[src/rtl/fde_pkg.sv]
// Pipeline interface layout shared by fetch, decode and execute.
// Bus bit positions, instruction field positions and opcode constants.
package fde_pkg;

  localparam int unsigned IfIdW    = 64;
  localparam int unsigned ExWbW    = 71;
  localparam int unsigned IdExW    = 151;
  localparam int unsigned XlenW    = 32;
  localparam int unsigned RegAddrW = 5;

  // IF_ID
  localparam int unsigned IfPcMsb    = 63;
  localparam int unsigned IfPcLsb    = 32;
  localparam int unsigned IfInstrMsb = 31;
  localparam int unsigned IfInstrLsb = 0;

  // EX_WB
  localparam int unsigned ExBranchBit = 70;
  localparam int unsigned ExWeBit     = 69;
  localparam int unsigned ExWaddrMsb  = 68;
  localparam int unsigned ExWaddrLsb  = 64;
  localparam int unsigned ExTargetMsb = 63;
  localparam int unsigned ExTargetLsb = 32;
  localparam int unsigned ExWdataMsb  = 31;
  localparam int unsigned ExWdataLsb  = 0;

  // ID_EX
  localparam int unsigned IdValidBit  = 150;
  localparam int unsigned IdPcMsb     = 149;
  localparam int unsigned IdPcLsb     = 118;
  localparam int unsigned IdRsValMsb  = 117;
  localparam int unsigned IdRsValLsb  = 86;
  localparam int unsigned IdRtValMsb  = 85;
  localparam int unsigned IdRtValLsb  = 54;
  localparam int unsigned IdImmMsb    = 53;
  localparam int unsigned IdImmLsb    = 22;
  localparam int unsigned IdRdMsb     = 21;
  localparam int unsigned IdRdLsb     = 17;
  localparam int unsigned IdRtMsb     = 16;
  localparam int unsigned IdRtLsb     = 12;
  localparam int unsigned IdOpcodeMsb = 11;
  localparam int unsigned IdOpcodeLsb = 6;
  localparam int unsigned IdFunctMsb  = 5;
  localparam int unsigned IdFunctLsb  = 0;

  // Instruction fields
  localparam int unsigned InOpMsb    = 31;
  localparam int unsigned InOpLsb    = 26;
  localparam int unsigned InRsMsb    = 25;
  localparam int unsigned InRsLsb    = 21;
  localparam int unsigned InRtMsb    = 20;
  localparam int unsigned InRtLsb    = 16;
  localparam int unsigned InRdMsb    = 15;
  localparam int unsigned InRdLsb    = 11;
  localparam int unsigned InFunctMsb = 5;
  localparam int unsigned InFunctLsb = 0;
  localparam int unsigned InImmMsb   = 15;
  localparam int unsigned InImmLsb   = 0;

  localparam logic [5:0] OpRtype = 6'b000000;
  localparam logic [5:0] OpJump  = 6'b001000;

  // Field order matches the ID_EX bit positions above, MSB first.
  typedef struct packed {
    logic                valid;
    logic [XlenW-1:0]    pc;
    logic [XlenW-1:0]    rs_val;
    logic [XlenW-1:0]    rt_val;
    logic [XlenW-1:0]    imm;
    logic [RegAddrW-1:0] rd;
    logic [RegAddrW-1:0] rt;
    logic [5:0]          opcode;
    logic [5:0]          funct;
  } id_ex_t;

  function automatic logic [XlenW-1:0] sign_ext16(input logic [15:0] v);
    return {{16{v[15]}}, v};
  endfunction

endpackage

[src/rtl/regfile32.sv]
// 32-bit register file: two combinational read ports with write-through bypass,
// one synchronous write port, optional hard-wired zero register.
module regfile32
  import fde_pkg::*;
#(
  parameter bit          ZeroR0 = 1'b0,
  parameter int unsigned NRegs  = 32
) (
  input  logic                clk_i,
  input  logic                rst_i,
  input  logic                we_i,
  input  logic [RegAddrW-1:0] waddr_i,
  input  logic [XlenW-1:0]    wdata_i,
  input  logic [RegAddrW-1:0] raddr_a_i,
  input  logic [RegAddrW-1:0] raddr_b_i,
  output logic [XlenW-1:0]    rdata_a_o,
  output logic [XlenW-1:0]    rdata_b_o
);

  logic [XlenW-1:0] regs_q [NRegs];
  logic [XlenW-1:0] regs_d [NRegs];
  logic             wr_en;

  assign wr_en = we_i && !(ZeroR0 && (waddr_i == '0));

  always_comb begin
    regs_d = regs_q;
    if (wr_en) regs_d[waddr_i] = wdata_i;
  end

  always_ff @(posedge clk_i) begin
    if (rst_i) begin
      for (int i = 0; i < NRegs; i++) regs_q[i] <= '0;
    end else begin
      regs_q <= regs_d;
    end
  end

  // A dropped r0 write never reaches the bypass because wr_en is already gated.
  always_comb begin
    rdata_a_o = regs_q[raddr_a_i];
    if (wr_en && (waddr_i == raddr_a_i)) rdata_a_o = wdata_i;
    if (ZeroR0 && (raddr_a_i == '0))     rdata_a_o = '0;

    rdata_b_o = regs_q[raddr_b_i];
    if (wr_en && (waddr_i == raddr_b_i)) rdata_b_o = wdata_i;
    if (ZeroR0 && (raddr_b_i == '0))     rdata_b_o = '0;
  end

endmodule

[src/rtl/decode.sv]
// Decode stage: field extraction, sign extension, register read and the ID_EX
// pipeline register; a taken branch in EX_WB squashes the instruction being decoded.
module decode
  import fde_pkg::*;
#(
  parameter bit          ZERO_R0 = 1'b0,
  parameter int unsigned NREGS   = 32
) (
  input  logic             clock,
  input  logic             reset,
  input  logic [IfIdW-1:0] IF_ID,
  input  logic [ExWbW-1:0] EX_WB,
  output logic [IdExW-1:0] ID_EX
);

  logic [XlenW-1:0] instr;
  logic [XlenW-1:0] rs_data;
  logic [XlenW-1:0] rt_data;
  id_ex_t           id_ex_d;
  id_ex_t           id_ex_q;
  logic             unused_ex_target;

  assign instr            = IF_ID[IfInstrMsb:IfInstrLsb];
  assign unused_ex_target = ^EX_WB[ExTargetMsb:ExTargetLsb];

  regfile32 #(
    .ZeroR0(ZERO_R0),
    .NRegs (NREGS)
  ) u_regfile (
    .clk_i    (clock),
    .rst_i    (reset),
    .we_i     (EX_WB[ExWeBit]),
    .waddr_i  (EX_WB[ExWaddrMsb:ExWaddrLsb]),
    .wdata_i  (EX_WB[ExWdataMsb:ExWdataLsb]),
    .raddr_a_i(instr[InRsMsb:InRsLsb]),
    .raddr_b_i(instr[InRtMsb:InRtLsb]),
    .rdata_a_o(rs_data),
    .rdata_b_o(rt_data)
  );

  // Wrong-path fields are still captured; only valid is cleared on a flush.
  always_comb begin
    id_ex_d        = '0;
    id_ex_d.valid  = ~EX_WB[ExBranchBit];
    id_ex_d.pc     = IF_ID[IfPcMsb:IfPcLsb];
    id_ex_d.rs_val = rs_data;
    id_ex_d.rt_val = rt_data;
    id_ex_d.imm    = sign_ext16(instr[InImmMsb:InImmLsb]);
    id_ex_d.rd     = instr[InRdMsb:InRdLsb];
    id_ex_d.rt     = instr[InRtMsb:InRtLsb];
    id_ex_d.opcode = instr[InOpMsb:InOpLsb];
    id_ex_d.funct  = instr[InFunctMsb:InFunctLsb];
  end

  always_ff @(posedge clock) begin
    if (reset) id_ex_q <= '0;
    else       id_ex_q <= id_ex_d;
  end

  assign ID_EX = id_ex_q;

endmodule

[config.mk]
export PLATFORM = sky130hd
export DESIGN_NAME = decode
export DESIGN_NICKNAME = d
export VERILOG_FILES = /design/src/rtl/fde_pkg.sv /design/src/rtl/regfile32.sv /design/src/rtl/decode.sv
export SDC_FILE = /design/constraint.sdc
export NUM_CORES = 2
export LEC_CHECK = 0
export CORE_ASPECT_RATIO = 0.5
export CORE_UTILIZATION = 47
export CTS_CLUSTER_DIAMETER = 50
export CTS_CLUSTER_SIZE = 8
export DETAILED_ROUTE_END_ITERATION = 10
export HOLD_SLACK_MARGIN = 0.02
export MAX_ROUTING_LAYER = met4
export PLACE_DENSITY = 0.72
export SLEW_MARGIN = 10
export SYNTH_ARGS = -nofsm -noshare
export SYNTH_HDL_FRONTEND = slang
export SYNTH_HIERARCHICAL = 1
export SYNTH_SLANG_ARGS = --single-unit
[constraint.sdc]
create_clock -name clock -period 5.15 [get_ports clock]
set_clock_uncertainty 0.2 [all_clocks]
set_input_delay 1.03 -clock clock [delete_from_list [all_inputs] [get_ports clock]]
set_output_delay 1.03 -clock clock [all_outputs]
set_load 0.01 [all_outputs]
# Word level (Yosys, flattened, before mapping)
# Cells that the tools add are included.
# totals
register_bits	1159
input_bits	137
out_inout_bits	151
word_cells	65
# op_classes
n_lt_le_gt_ge	4
n_eq_ne	2
muxes	11
n_bitwise	4
reduce_logical	3
# ops
cell	count
bitwise mux 1024 bit	1
binary-select mux 32 bit (select 5 bit)	2
2-to-1 mux 32 bit	7
demux 32 bit (select 5 bit)	1
>= comparator 6 bit, second input constant	3
NOT 5 -> 6 bit	3
== test 5 bit	2
< comparator 6 x 1 -> 1 bit, second input constant	1
logical AND 1 bit	3
NOT 1 bit	1

# Depth between registers and ports, before layout
# depth
depth_word	6
ltp_mapped	10

# By module
# The synthesis kept the hierarchy.
# by_module_without_submodules
module	n_inst	cells_each	area_per_inst_um2
regfile32	1	6351	53213.5
decode	1	288	3540.9

# Worst setup path before layout
# OpenSTA, ideal clock, no wires.
# synth_timing
path_type	in2reg
start	input port IF_ID[21]
end	register id_ex_q, in the netlist ID_EX[100]
arrival_time_ns	2.672
required_time_ns	4.836
path_slack_ns	2.164
path_stages	8
path_buffers	3
path_cell_list	buf_2 buf_6 buf_2 mux4_2 a22oi_1 nand3_1 a22o_1 nor2b_1
# synth_rtl
item	line	rtl
from (decl)	decode.sv:11	input logic [IfIdW-1:0] IF_ID,
to (signal assigned)	decode.sv:57	else id_ex_q <= id_ex_d;
to (decl)	decode.sv:20	id_ex_t id_ex_q;

==> implementation parameters <==
Parameter                              Value

Timing
  Fmax    0.272 GHz
  Final Hold Vio Count    0
  Worst Setup Slack, final    1.48 ns
  RSZ-0062 raised after global routing    no
  Headroom to the max-slew limit    0.0918
  Crit path time final    3.67 ns
  Final Max Tran Viols    0
  Fin crit share    0.713
  Final Hold Slack    0.263 ns
  Pin slew with the least headroom to its limit    1.36 ns
  Number of setup violations in the final report    0
  Setup TNS    0 ns

Status
  Run status    finished clean

Worst setup path
  WS Path Type    in -> reg
  Endpoint kind of the worst setup timing path    register
  R2R Path End    ID_EX[79]$_SDFF_PP0_
  Worst reg2reg path depth    5
  Arrival time of the worst setup path    4.18 ns
  CP Max Fanout    18
  Worst Setup Start Kind    primary input
  Reg-to-reg slack, setup    2.39 ns
  Cell breakdown of the critical path    clkdlybuf4s50_1 > xor2_1 > nor4_4 > and3_2 > buf_4 > a31oi_1 > a211oi_2 > nor2b_1
  Cell with the largest stage delay on the worst path    clkdlybuf4s50_1
  Largest incremental delay on the critical path    0.87 ns
  Required arrival time at the worst endpoint    5.66 ns
  Origin of the critical flop-to-flop path    u_regfile/regs_q[25]$_SDFFE_PP0P_

Final layout
  Layout Cell Area excl Fill    0.0645 mm^2
  Layout Area Growth over Synthesis    13.7%
  Fin nets    6,689
  Proportion of layout cells with a drive suffix above 1    0.151
  End-of-flow core utilization    0.543

Place
  Routability cong.    0.948
  HPWL Detailed    125,000 um
  Count of buffers inserted at the top-level ports    255
  Worst setup slack after placement    0.869 ns
  Standard cell area after detailed placement    0.0602 mm^2

Clock network
  Hold-fix buffer count after cts    0
  Clk Tree Root Cell    clkbuf_16
  Count of H-tree levels built during CTS    4
  Latest clock arrival within the worst-skew pair    0.78 ns
  CTS Buf Count    162
  Clk buf depth    3
  Clock slew seen by the registers of the worst setup and hold paths    0.05 ns
  Clock tree from TritonCTS    done
  PostCTS Resize Cnt    0
  Number of buffers inserted to repair setup after CTS    0
  CTS sink cnt    1,148

Yosys
  Sequential fraction of the synthesis area    0.405
  Flip-flop and latch count after synthesis    1,148
  Number of instances in the synthesized netlist    6,639
  Top area cells in the synthesized netlist    dfxtp_1 40%, nand2_1 14%, mux4_2 12%
  Async set-or-reset flop fraction in the synthesized netlist    0
  Post-synthesis average cell area    8.55 um^2
  Ys Warns    6
  Area of the mapped netlist    0.0568 mm^2
  Post-synthesis cell type with the largest combined area    dfxtp_1
  Area share of the largest cell type after synthesis    0.405
  Number of library cell types mapped by synthesis    64
  Number of enable flip-flop cells after synthesis    0
  Synthesized netlist net count    6,776
  Synth Flop Type    dfxtp_1

Min path
  Endpoint of the worst hold-timing path    u_regfile/regs_q[693]$_SDFFE_PP0P_
  Worst hold start    u_regfile/regs_q[693]$_SDFFE_PP0P_
  Class of the most critical hold timing path    reg -> reg
  Cell depth of the worst hold path    2

Power and ir drop
  Lkg Pwr    0.0218 uW
  P_sw    5250 uW
  Gate power share    0.097
  Sequential Power Share    0.441
  Max rail drop VDD    0.349 mV
  Pwr/cell area    320 mW/mm^2
  Switching fraction of total power    0.254
  Clock network fraction of design power    0.462
  Cell-internal power    15,400 uW

Route
  Residual DRC    0
  Routed len/inst    26.4 um
  Total via count in the routed design    52,600
  Final routed wirelength across all metal layers    216,000 um
  Initial DRC count    8,722
  Iteration count of the initial detailed-routing pass    9
  Number of antenna-violating nets in the routed design    0
  Ratio of routed vias to standard cells    6.44

Floorplanning
  Height of the die    248 um
  Core area    0.119 mm^2
  I/O pin count    288
  Placement Rows    89
  Initial Util    0.478
  DIE WIDTH    493 um
  Area of the die    0.122 mm^2

Global route
  Total Routing Usage GR    0.353
  Number of antenna violations at the first check in global routing    12
  Maximum number of pins on one net before global-route repair    136
  Global-route wire length before repair    313,000 um
  GRT Residual Overflow    0
  Vias in the first global route    49,100

Run
  Max-cap violations    0
cell usage in the layout (no fill, tap or decap), types with 4 or more instances in the layout:
master           count
nand2_1           2176
dfxtp_1           1148
a21oi_1           1051
mux4_2             299
mux2i_1            252
clkdlybuf4s50_1    244
mux2_2             202
buf_4              181
nor2b_1            168
clkbuf_16          167
a22oi_1            109
o22ai_1            108
a211oi_1            45
nor2_1              43
a22o_1              39
nor2_4              32
nand3_1             28
buf_12              27
o311a_1             23
a31oi_1             23
nor3_1              23
a211oi_2            14
nand2_2             14
diode_2             13
o21ai_0             11
o311ai_1             9
o41ai_2              9
o221ai_1             9
o41ai_1              9
xor2_1               8
buf_8                6
a221oi_1             6
nand3b_1             6
clkbuf_1             4
buf_2                4
nor3b_1              4
cells in the mapped netlist, drive strengths merged, types with 2 or more instances:
master	n
o41ai	18
nor2b	169
a22oi	109
o22ai	108
a21oi	1051
o21ai	11
and3b	3
nand3	29
or3	3
mux4	299
nor3	24
dfxtp	1148
o221ai	9
o311a	23
mux2i	252
and2	3
mux2	202
nor4	3
a211oi	59
or4b	3
buf	248
or2	5
or3b	4
nand2	2190
o311ai	9
xnor2	2
nor3b	8
a31oi	23
a221oi	9
nor4b	3
nor2	78
a22o	39
nand2b	2
clkbuf	466
xor2	8
and3	4
nand3b	6
flip-flops by register name, summed over array words and instances, names as in the netlist:
register,cells
u_regfile/regs_q,1024
ID_EX,124
final cells by class:
class                           count  area, um^2
Timing Repair Buffer              463        4460
Antenna cell                       13        32.5
Fill cell                       10400       54300
Inverter                            1        3.75
Sequential cell                  1148       23000
Tap cell                         1592        1990
Multi-Input combinational cell   4776       30800
Clock inverter                      5        55.1
Clock buffer                      172        4210
critical path, delay by kind of cell:
| family | cells | cell delay (ns) |
|---|---|---|
| and+or+nand+nor | 3 | 1.13 |
| buffers and inverters | 2 | 1.23 |
| AOI/OAI and AO/OA | 2 | 0.55 |
| xor gates and xnor gates | 1 | 0.21 |
per-layer routing:
| metal | up-vias | global-route usage | wire length [um] | share of wire |
|---|---|---|---|---|
| li1 | 22700 | - | - | - |
| met1 | 25000 | 0.442 | 79400 | 0.37 |
| met2 | 4112 | 0.492 | 89300 | 0.41 |
| met3 | 823 | 0.138 | 36500 | 0.17 |
| met4 | 0 | 0.175 | 10600 | 0.049 |
| met5 | - | - | 0 | 0 |
worst max-delay path by stage:
stage                          from                    end  slack [ns]  cells after the start
after floorplan           IF_ID[21]  ID_EX[100]$_SDFF_PP0_        2.16                      8
after global placement    EX_WB[67]   ID_EX[74]$_SDFF_PP0_        0.93                      8
after detailed placement  EX_WB[67]   ID_EX[74]$_SDFF_PP0_        0.87                      8
after CTS                 EX_WB[67]   ID_EX[74]$_SDFF_PP0_        1.66                      8
after global routing      EX_WB[67]   ID_EX[77]$_SDFF_PP0_        1.43                      8
final                     EX_WB[67]   ID_EX[74]$_SDFF_PP0_        1.48                      8
power groups by stage:
stage	Combinational, uW	Sequential [uW]	Clock (uW)
after detailed placement	1900	9270	0
after CTS	1910	9100	9550
after floorplan	1100	9280	0
after global placement	1890	9270	0
final	2000	9100	9540
after global routing	2040	9090	9940
stage by stage:
stage	cells	total power (uW)
after floorplan	6639	10400
after global placement	7980	11200
after detailed placement	7980	11200
after CTS	8157	20600
after global routing	8169	21100
final	8170	20600
cell families after synthesis:
family	Yosys count	share of synthesized area
buffers and inverters	715	0.0586
AND/OR/NAND/NOR	2542	0.181
AO/OA/AOI/OAI	1471	0.150
multiplexers	753	0.203
XOR/XNOR	10	0.00154
flip-flops	1148	0.405
Note: power is estimated with default switching activity, not from simulation.
